<file path="src/rtl/stream_mux_rr_pkg.sv">
// Shared types and helpers for the round-robin / fixed-priority stream multiplexer.
package stream_mux_pkg;

   typedef enum logic {
      ARB  = 1'b0,
      LOCK = 1'b1
   } state_t;

   localparam int MODE_FIXED = 0;
   localparam int MODE_RR    = 1;

   // Channel-index width: never narrower than one bit, even for N = 2.
   function automatic int sel_w(input int n);
      return (n <= 2) ? 1 : $clog2(n);
   endfunction

endpackage

</file>
<file path="src/rtl/stream_mux_rr_if.sv">
// Bundle of the N input streams and the single output stream of stream_mux_rr.
interface stream_mux_rr_if
   import stream_mux_pkg::*;
#(
   parameter int N = 4,
   parameter int W = 8
);
   localparam int SEL_W = sel_w(N);

   // Handshake: a beat moves on a channel in any cycle where valid and ready are both 1
   // at the rising edge; valid never waits for ready, and ready may depend on valid.
   logic [N*W-1:0]   in_data;
   logic [N-1:0]     in_valid;
   logic [N-1:0]     in_last;
   logic [N-1:0]     in_ready;
   logic [W-1:0]     out_data;
   logic             out_valid;
   logic             out_last;
   logic [SEL_W-1:0] out_sel;
   logic             out_ready;

   modport master (
      output in_data, in_valid, in_last, out_ready,
      input  in_ready, out_data, out_valid, out_last, out_sel
   );

   modport slave (
      input  in_data, in_valid, in_last, out_ready,
      output in_ready, out_data, out_valid, out_last, out_sel
   );

endinterface

</file>
<file path="src/rtl/stream_mux_rr_arbiter.sv">
// Combinational arbiter: lowest index first (fixed) or first request at/after rr_ptr (round-robin).
module rr_arbiter
   import stream_mux_pkg::*;
#(
   parameter  int N     = 4,
   parameter  int MODE  = MODE_RR,
   localparam int SEL_W = sel_w(N)
) (
   input  logic [N-1:0]     req,
   input  logic [SEL_W-1:0] rr_ptr,
   output logic [N-1:0]     gnt,
   output logic [SEL_W-1:0] gnt_idx,
   output logic             any
);

   int c;

   always_comb begin
      gnt     = '0;
      gnt_idx = '0;
      any     = 1'b0;
      c       = 0;
      for (int k = 0; k < N; k++) begin
         if (MODE == MODE_RR) begin
            c = int'(rr_ptr) + k;
            if (c >= N) c = c - N;
         end else begin
            c = k;
         end
         if (!any && req[c]) begin
            any     = 1'b1;
            gnt[c]  = 1'b1;
            gnt_idx = SEL_W'(c);
         end
      end
   end

endmodule

</file>
<file path="src/rtl/stream_mux_rr.sv">
// N-input stream mux: arbitrates per packet, locks the winner until its last beat, registered output.
module stream_mux_rr
   import stream_mux_pkg::*;
#(
   parameter  int N     = 4,
   parameter  int W     = 8,
   parameter  int MODE  = MODE_RR,
   localparam int SEL_W = sel_w(N)
) (
   input  logic             clk,
   input  logic             rst_n,
   stream_mux_rr_if.slave   bus,
   output state_t           dbg_state,
   output logic [SEL_W-1:0] dbg_rr_ptr
);

   state_t           state;
   logic [SEL_W-1:0] lock_ch;
   logic [SEL_W-1:0] rr_ptr;
   logic [N-1:0]     gnt;
   logic [SEL_W-1:0] gnt_idx;
   logic             any;
   logic             load;
   logic             xfer;
   logic [N-1:0]     ready;
   logic [SEL_W-1:0] src_ch;
   logic [W-1:0]     src_data;
   logic             src_last;
   logic [SEL_W-1:0] next_ptr;

   rr_arbiter #(.N(N), .MODE(MODE)) u_arb (
      .req     (bus.in_valid),
      .rr_ptr  (rr_ptr),
      .gnt     (gnt),
      .gnt_idx (gnt_idx),
      .any     (any)
   );

   assign load = !bus.out_valid || bus.out_ready;

   // While locked the arbiter result is ignored; the locked channel alone may be ready.
   always_comb begin
      ready  = '0;
      src_ch = (state == LOCK) ? lock_ch : gnt_idx;
      if (rst_n && load) begin
         if (state == LOCK) begin
            for (int i = 0; i < N; i++)
               if (i == int'(lock_ch)) ready[i] = 1'b1;
         end else if (any) begin
            ready = gnt;
         end
      end
   end

   assign bus.in_ready = ready;
   assign xfer         = |(ready & bus.in_valid);

   always_comb begin
      src_data = '0;
      src_last = 1'b0;
      for (int i = 0; i < N; i++) begin
         if (i == int'(src_ch)) begin
            src_data = bus.in_data[i*W +: W];
            src_last = bus.in_last[i];
         end
      end
   end

   always_comb begin
      if (int'(src_ch) == N - 1) next_ptr = '0;
      else                       next_ptr = src_ch + 1'b1;
   end

   always_ff @(posedge clk or negedge rst_n) begin
      if (!rst_n) begin
         state         <= ARB;
         lock_ch       <= '0;
         rr_ptr        <= '0;
         bus.out_valid <= 1'b0;
         bus.out_data  <= '0;
         bus.out_last  <= 1'b0;
         bus.out_sel   <= '0;
      end else if (load) begin
         bus.out_valid <= xfer;
         if (xfer) begin
            bus.out_data <= src_data;
            bus.out_last <= src_last;
            bus.out_sel  <= src_ch;
            case (state)
               ARB: begin
                  if (!src_last) begin
                     state   <= LOCK;
                     lock_ch <= src_ch;
                  end else begin
                     rr_ptr  <= next_ptr;
                  end
               end
               LOCK: begin
                  if (src_last) begin
                     state  <= ARB;
                     rr_ptr <= next_ptr;
                  end
               end
               default: state <= ARB;
            endcase
         end
      end
   end

   assign dbg_state  = state;
   assign dbg_rr_ptr = rr_ptr;

endmodule

</file>
<file path="src/flat_wrapper.sv">
// flat-port wrapper written by rule: the top's interface ports become plain ports
module stream_mux_rr_flat import stream_mux_pkg::*;
#(
   parameter  int N     = 4,
   parameter  int W     = 8,
   parameter  int MODE  = MODE_RR,
   localparam int SEL_W = sel_w(N)
)
  (clk, rst_n, dbg_state, dbg_rr_ptr, bus_in_data, bus_in_valid, bus_in_last, bus_out_ready, bus_in_ready, bus_out_data, bus_out_valid, bus_out_last, bus_out_sel);
  stream_mux_rr_if #(.N(N), .W(W)) bus_i ();
  input  logic clk;
  input  logic rst_n;
  output state_t dbg_state;
  output logic [SEL_W-1:0] dbg_rr_ptr;
  input wire logic [$bits(bus_i.in_data)-1:0] bus_in_data;
  input wire logic [$bits(bus_i.in_valid)-1:0] bus_in_valid;
  input wire logic [$bits(bus_i.in_last)-1:0] bus_in_last;
  input wire logic [$bits(bus_i.out_ready)-1:0] bus_out_ready;
  output wire logic [$bits(bus_i.in_ready)-1:0] bus_in_ready;
  output wire logic [$bits(bus_i.out_data)-1:0] bus_out_data;
  output wire logic [$bits(bus_i.out_valid)-1:0] bus_out_valid;
  output wire logic [$bits(bus_i.out_last)-1:0] bus_out_last;
  output wire logic [$bits(bus_i.out_sel)-1:0] bus_out_sel;
  assign bus_i.in_data = bus_in_data;
  assign bus_i.in_valid = bus_in_valid;
  assign bus_i.in_last = bus_in_last;
  assign bus_i.out_ready = bus_out_ready;
  assign bus_in_ready = bus_i.in_ready;
  assign bus_out_data = bus_i.out_data;
  assign bus_out_valid = bus_i.out_valid;
  assign bus_out_last = bus_i.out_last;
  assign bus_out_sel = bus_i.out_sel;
  stream_mux_rr #(.N(N), .W(W), .MODE(MODE)) u_core (.clk(clk), .rst_n(rst_n), .bus(bus_i), .dbg_state(dbg_state), .dbg_rr_ptr(dbg_rr_ptr));
endmodule
</file>
<file path="config.mk">
export PLATFORM = sky130hd
export DESIGN_NAME = stream_mux_rr_flat
export DESIGN_NICKNAME = d
export VERILOG_FILES = /design/src/rtl/stream_mux_rr_pkg.sv /design/src/rtl/stream_mux_rr_if.sv /design/src/rtl/stream_mux_rr_arbiter.sv /design/src/rtl/stream_mux_rr.sv /design/src/flat_wrapper.sv
export SDC_FILE = /design/constraint.sdc
export NUM_CORES = 1
export LEC_CHECK = 0
export BUFFER_PORTS_ARGS = -buffer_cell sky130_fd_sc_hd__buf_2
export CORE_ASPECT_RATIO = 0.9
export CORE_MARGIN = 2
export CORE_UTILIZATION = 54
export CTS_CLUSTER_SIZE = 40
export DETAILED_ROUTE_END_ITERATION = 10
export GPL_TIMING_DRIVEN = 1
export PLACE_DENSITY = 0.95
export SETUP_SLACK_MARGIN = 0.2
export SLEW_MARGIN = 20
export SYNTH_ARGS = -nofsm -noshare
export SYNTH_HDL_FRONTEND = slang
export SYNTH_SLANG_ARGS = --single-unit
</file>
<file path="constraint.sdc">
create_clock -name clk -period 13 [get_ports clk]
set_clock_uncertainty 0.2 [all_clocks]
set_input_delay 0.65 -clock clk [delete_from_list [all_inputs] [get_ports clk]]
set_output_delay 0.65 -clock clk [all_outputs]
set_load 0.02 [all_outputs]
</file>
==> flow_metrics.env <==
export IMPL_run_status="finished clean"
export IMPL_first_pass_iters=4
export IMPL_worstSkewPairLatency_ns=0.29
export IMPL_clock_sinks=17
export IMPL_required_ns=12.99
export IMPL_p_per_area_nw_per_um2=258
export IMPL_setup_violations=0
export IMPL_reg2reg_to="u_core.lock_ch[0]"
export IMPL_fin_ws_ns=7.73
export IMPL_r2r_start="u_core.dbg_rr_ptr[0]"
export IMPL_drtIter0Drc=131
export IMPL_max_freq_mhz=190
export IMPL_min_period_over_period_pct=40.6
export IMPL_grt_pass1_vias=1620
export IMPL_post_route_util_pct=66.7
export IMPL_drt_met1_wl_um=2050
export IMPL_hold_viol_final=0
export IMPL_drive_gt1_share_pct=33.1
export IMPL_routed_wl_met2_um=2010
export IMPL_setup_worst_path_end_class="flop"
export IMPL_die_w_um=64.3
export IMPL_netlist_instances=211
export IMPL_cp_start_kind="flop"
export IMPL_track_usage_pct=24.0
export IMPL_ant_nets=0
export IMPL_postCtsHoldBufs=0
export IMPL_wl_per_cell_um=14.8
export IMPL_cap_violations=0
export IMPL_top_layer="met4"
export IMPL_syn_nets=262
export IMPL_cts_resized=0
export IMPL_ys_ff_latch=17
export IMPL_grt_ovfl_total=0
export IMPL_rsz0062_at_grt="no"
export IMPL_reg2reg_setup_slack_ns=7.73
export IMPL_gp_congestion=0.932
export IMPL_avgViaCountPerCell=5.92
export IMPL_root_buffer="clkbuf_4"
export IMPL_ys_seq_area_share_pct=24.0
export IMPL_drc=0
export IMPL_antenna_cells=0
export IMPL_area_delta_synth_final_pct=16.5
export IMPL_grt_antenna_before_repair=0
export IMPL_async_reset_ff_share_pct=100
export IMPL_synth_area_um2=1770
export IMPL_synth_flop_cell="dfrtp_1"
export IMPL_final_nets=312
export IMPL_yosysWarnings=0
export IMPL_peakVddDrop_uv=141
export IMPL_grt_pass1_wl_um=7240
export IMPL_nFillCells=255
export IMPL_design_die_area_um2=3750
export IMPL_portBuffers=61
export IMPL_fp_dieH_um=58.3
export IMPL_reg2reg_depth=16
export IMPL_cts_max_level=1
export IMPL_hold_class="input pin to async pin"
export IMPL_yosysUniqueCellTypes=53
export IMPL_vias=1788
export IMPL_cts_tree="yes"
export IMPL_initial_core_util_pct=57.2
export IMPL_finalSetupTns_ns=0
export IMPL_post_dp_hpwl_um=3500
export IMPL_grt_max_degree=26
export IMPL_routed_wl_um=4460
export IMPL_pre_cts_slack_ns=7.82
export IMPL_clk_path_buf_depth=2
export IMPL_fin_crit_ns=5.27
export IMPL_crit_arrival_ns=5.26
export IMPL_maxSlewViolCount=0
export IMPL_wl_met3_um=350
export IMPL_critPathKind="flop to flop"
export IMPL_leakagePower_uw=0.000989
export IMPL_row_count=19
export IMPL_clk_pin_slew_ns=0.10
export IMPL_cts_setup_buffers=0
export IMPL_cts_buffers=3
export IMPL_max_slew_worst_pin_slew_ns=0.789
export IMPL_synth_edff_count=0
export IMPL_regArea_um2=425
export IMPL_multi_input_area_um2=1200
export IMPL_core_um2=3090
export IMPL_maxSlewHeadroom_pct=47.4
export IMPL_crit_fanout=25
export IMPL_io_pin_count=62
export IMPL_syn_area_per_cell_um2=8.38
==> worst max-delay path by stage <==
stage,endpoint,slack [ns],cells past startpoint,from
final,u_core.lock_ch[0],7.73,16,u_core.dbg_rr_ptr[0]
after CTS,u_core.lock_ch[0],7.79,16,u_core.dbg_rr_ptr[0]
after global routing,u_core.lock_ch[0],7.36,16,u_core.dbg_rr_ptr[0]
after global placement,u_core.lock_ch[0],8.06,16,u_core.dbg_rr_ptr[0]
after detailed placement,u_core.lock_ch[0],7.82,16,u_core.dbg_rr_ptr[0]
after floorplan,u_core.lock_ch[0],8.52,20,u_core.dbg_rr_ptr[0]
==> critical path: stages (launching register included) <==
cell and delay (ns):
dfrtp_1 0.86, inv_1 0.19, ha_1 0.54, mux4_2 0.67, a21oi_1 0.18, o22ai_1 0.09
o211a_1 0.23, a21o_1 0.20, inv_1 0.10, ha_1 0.50, a21oi_1 0.08, a21oi_1 0.18
nor2_1 0.08, a21oi_1 0.20, inv_1 0.09, a211oi_1 0.38, mux2_2 0.38
==> layout by cell type (no fill, tap or decap), types with 7 or more instances in the layout <==
cell	Yosys	routed
nand2_1	19	19
o21ai_0	13	13
ha_1	8	8
a22oi_1	8	8
nor2_1	15	15
mux2_4	11	11
a21oi_1	22	22
nand3_1	7	7
inv_1	12	12
dfrtp_1	17	17
buf_2	4	61
==> cell usage after synthesis, drive strengths merged (3+ instances only) <==
cell     n  area (um2)
a22oi    8        60.1
inv     12        45.0
mux2    14         199
ha       8         100
o21ai   13        65.1
nand3    7        35.0
dfrtp   17         425
o21a     4        30.0
buf      9        68.8
mux2i    4        52.6
nand3b   5        37.5
o22ai    3        18.8
a21oi   24         128
nand2   20        77.6
nor2    15        56.3
clkbuf   8        30.0
o221ai   5        43.8
==> area by class of cell <==
type                            count  share of cell area (%)
Tap cell                           42                    2.55
Multi-Input combinational cell    165                    58.2
Clock buffer                        3                    1.09
Timing Repair Buffer               62                    15.1
Inverter                           12                    2.19
Sequential cell                    17                    20.6
Clock inverter                      1                   0.243
==> metrics by stage <==
step / hold WS, ns / power, uW / cells / cell area (um2)
floorplan: 0.154 / 420 / 211 / 1770
detailed placement: 0.275 / 500 / 297 / 2030
finish: 0.0596 / 533 / 302 / 2060
global placement: 0.284 / 484 / 297 / 2030
CTS: 0.0681 / 527 / 301 / 2060
global route: 0.0836 / 578 / 302 / 2060
==> layer usage <==
| metal | GRT usage (%) | vias up |
|---|---|---|
| met5 | 0 | - |
| met4 | 4.26 | 0 |
| met3 | 3.06 | 8 |
| met2 | 40.0 | 88 |
| met1 | 34.3 | 819 |
| li1 | - | 873 |
==> report_power, final <==
| group | leakage, uW | total (uW) | switching, uW | internal [uW] |
|---|---|---|---|---|
| clock network | 0.0000177 | 28.8 | 17.3 | 11.5 |
| registers | 0.000208 | 111 | 33.0 | 78.4 |
| logic | 0.000763 | 392 | 224 | 169 |
| total | 0.000989 | 533 | 274 | 259 |
==> kinds of logic (layout without fill, tap and decap cells) <==
family | Yosys count | after routing | share of synthesized area [%]
DFF | 17 | 17 | 24.0
buffers and inverters | 29 | 78 | 8.13
adders and majority gates | 8 | 8 | 5.66
AOI/OAI and AO/OA | 74 | 74 | 27.9
muxes | 19 | 19 | 15.5
and+or+nand+nor | 64 | 64 | 18.8
==> state kept, by name (all words and copies together), names as in the netlist <==
name,cells
u_core.bus.out_sel,2
u_core.dbg_rr_ptr,2
u_core.bus.out_data,8
u_core.bus.out_last,1
u_core.lock_ch,2
u_core.dbg_state,1
u_core.bus.out_valid,1
No activity file was read; power rests on OpenSTA's default activity.
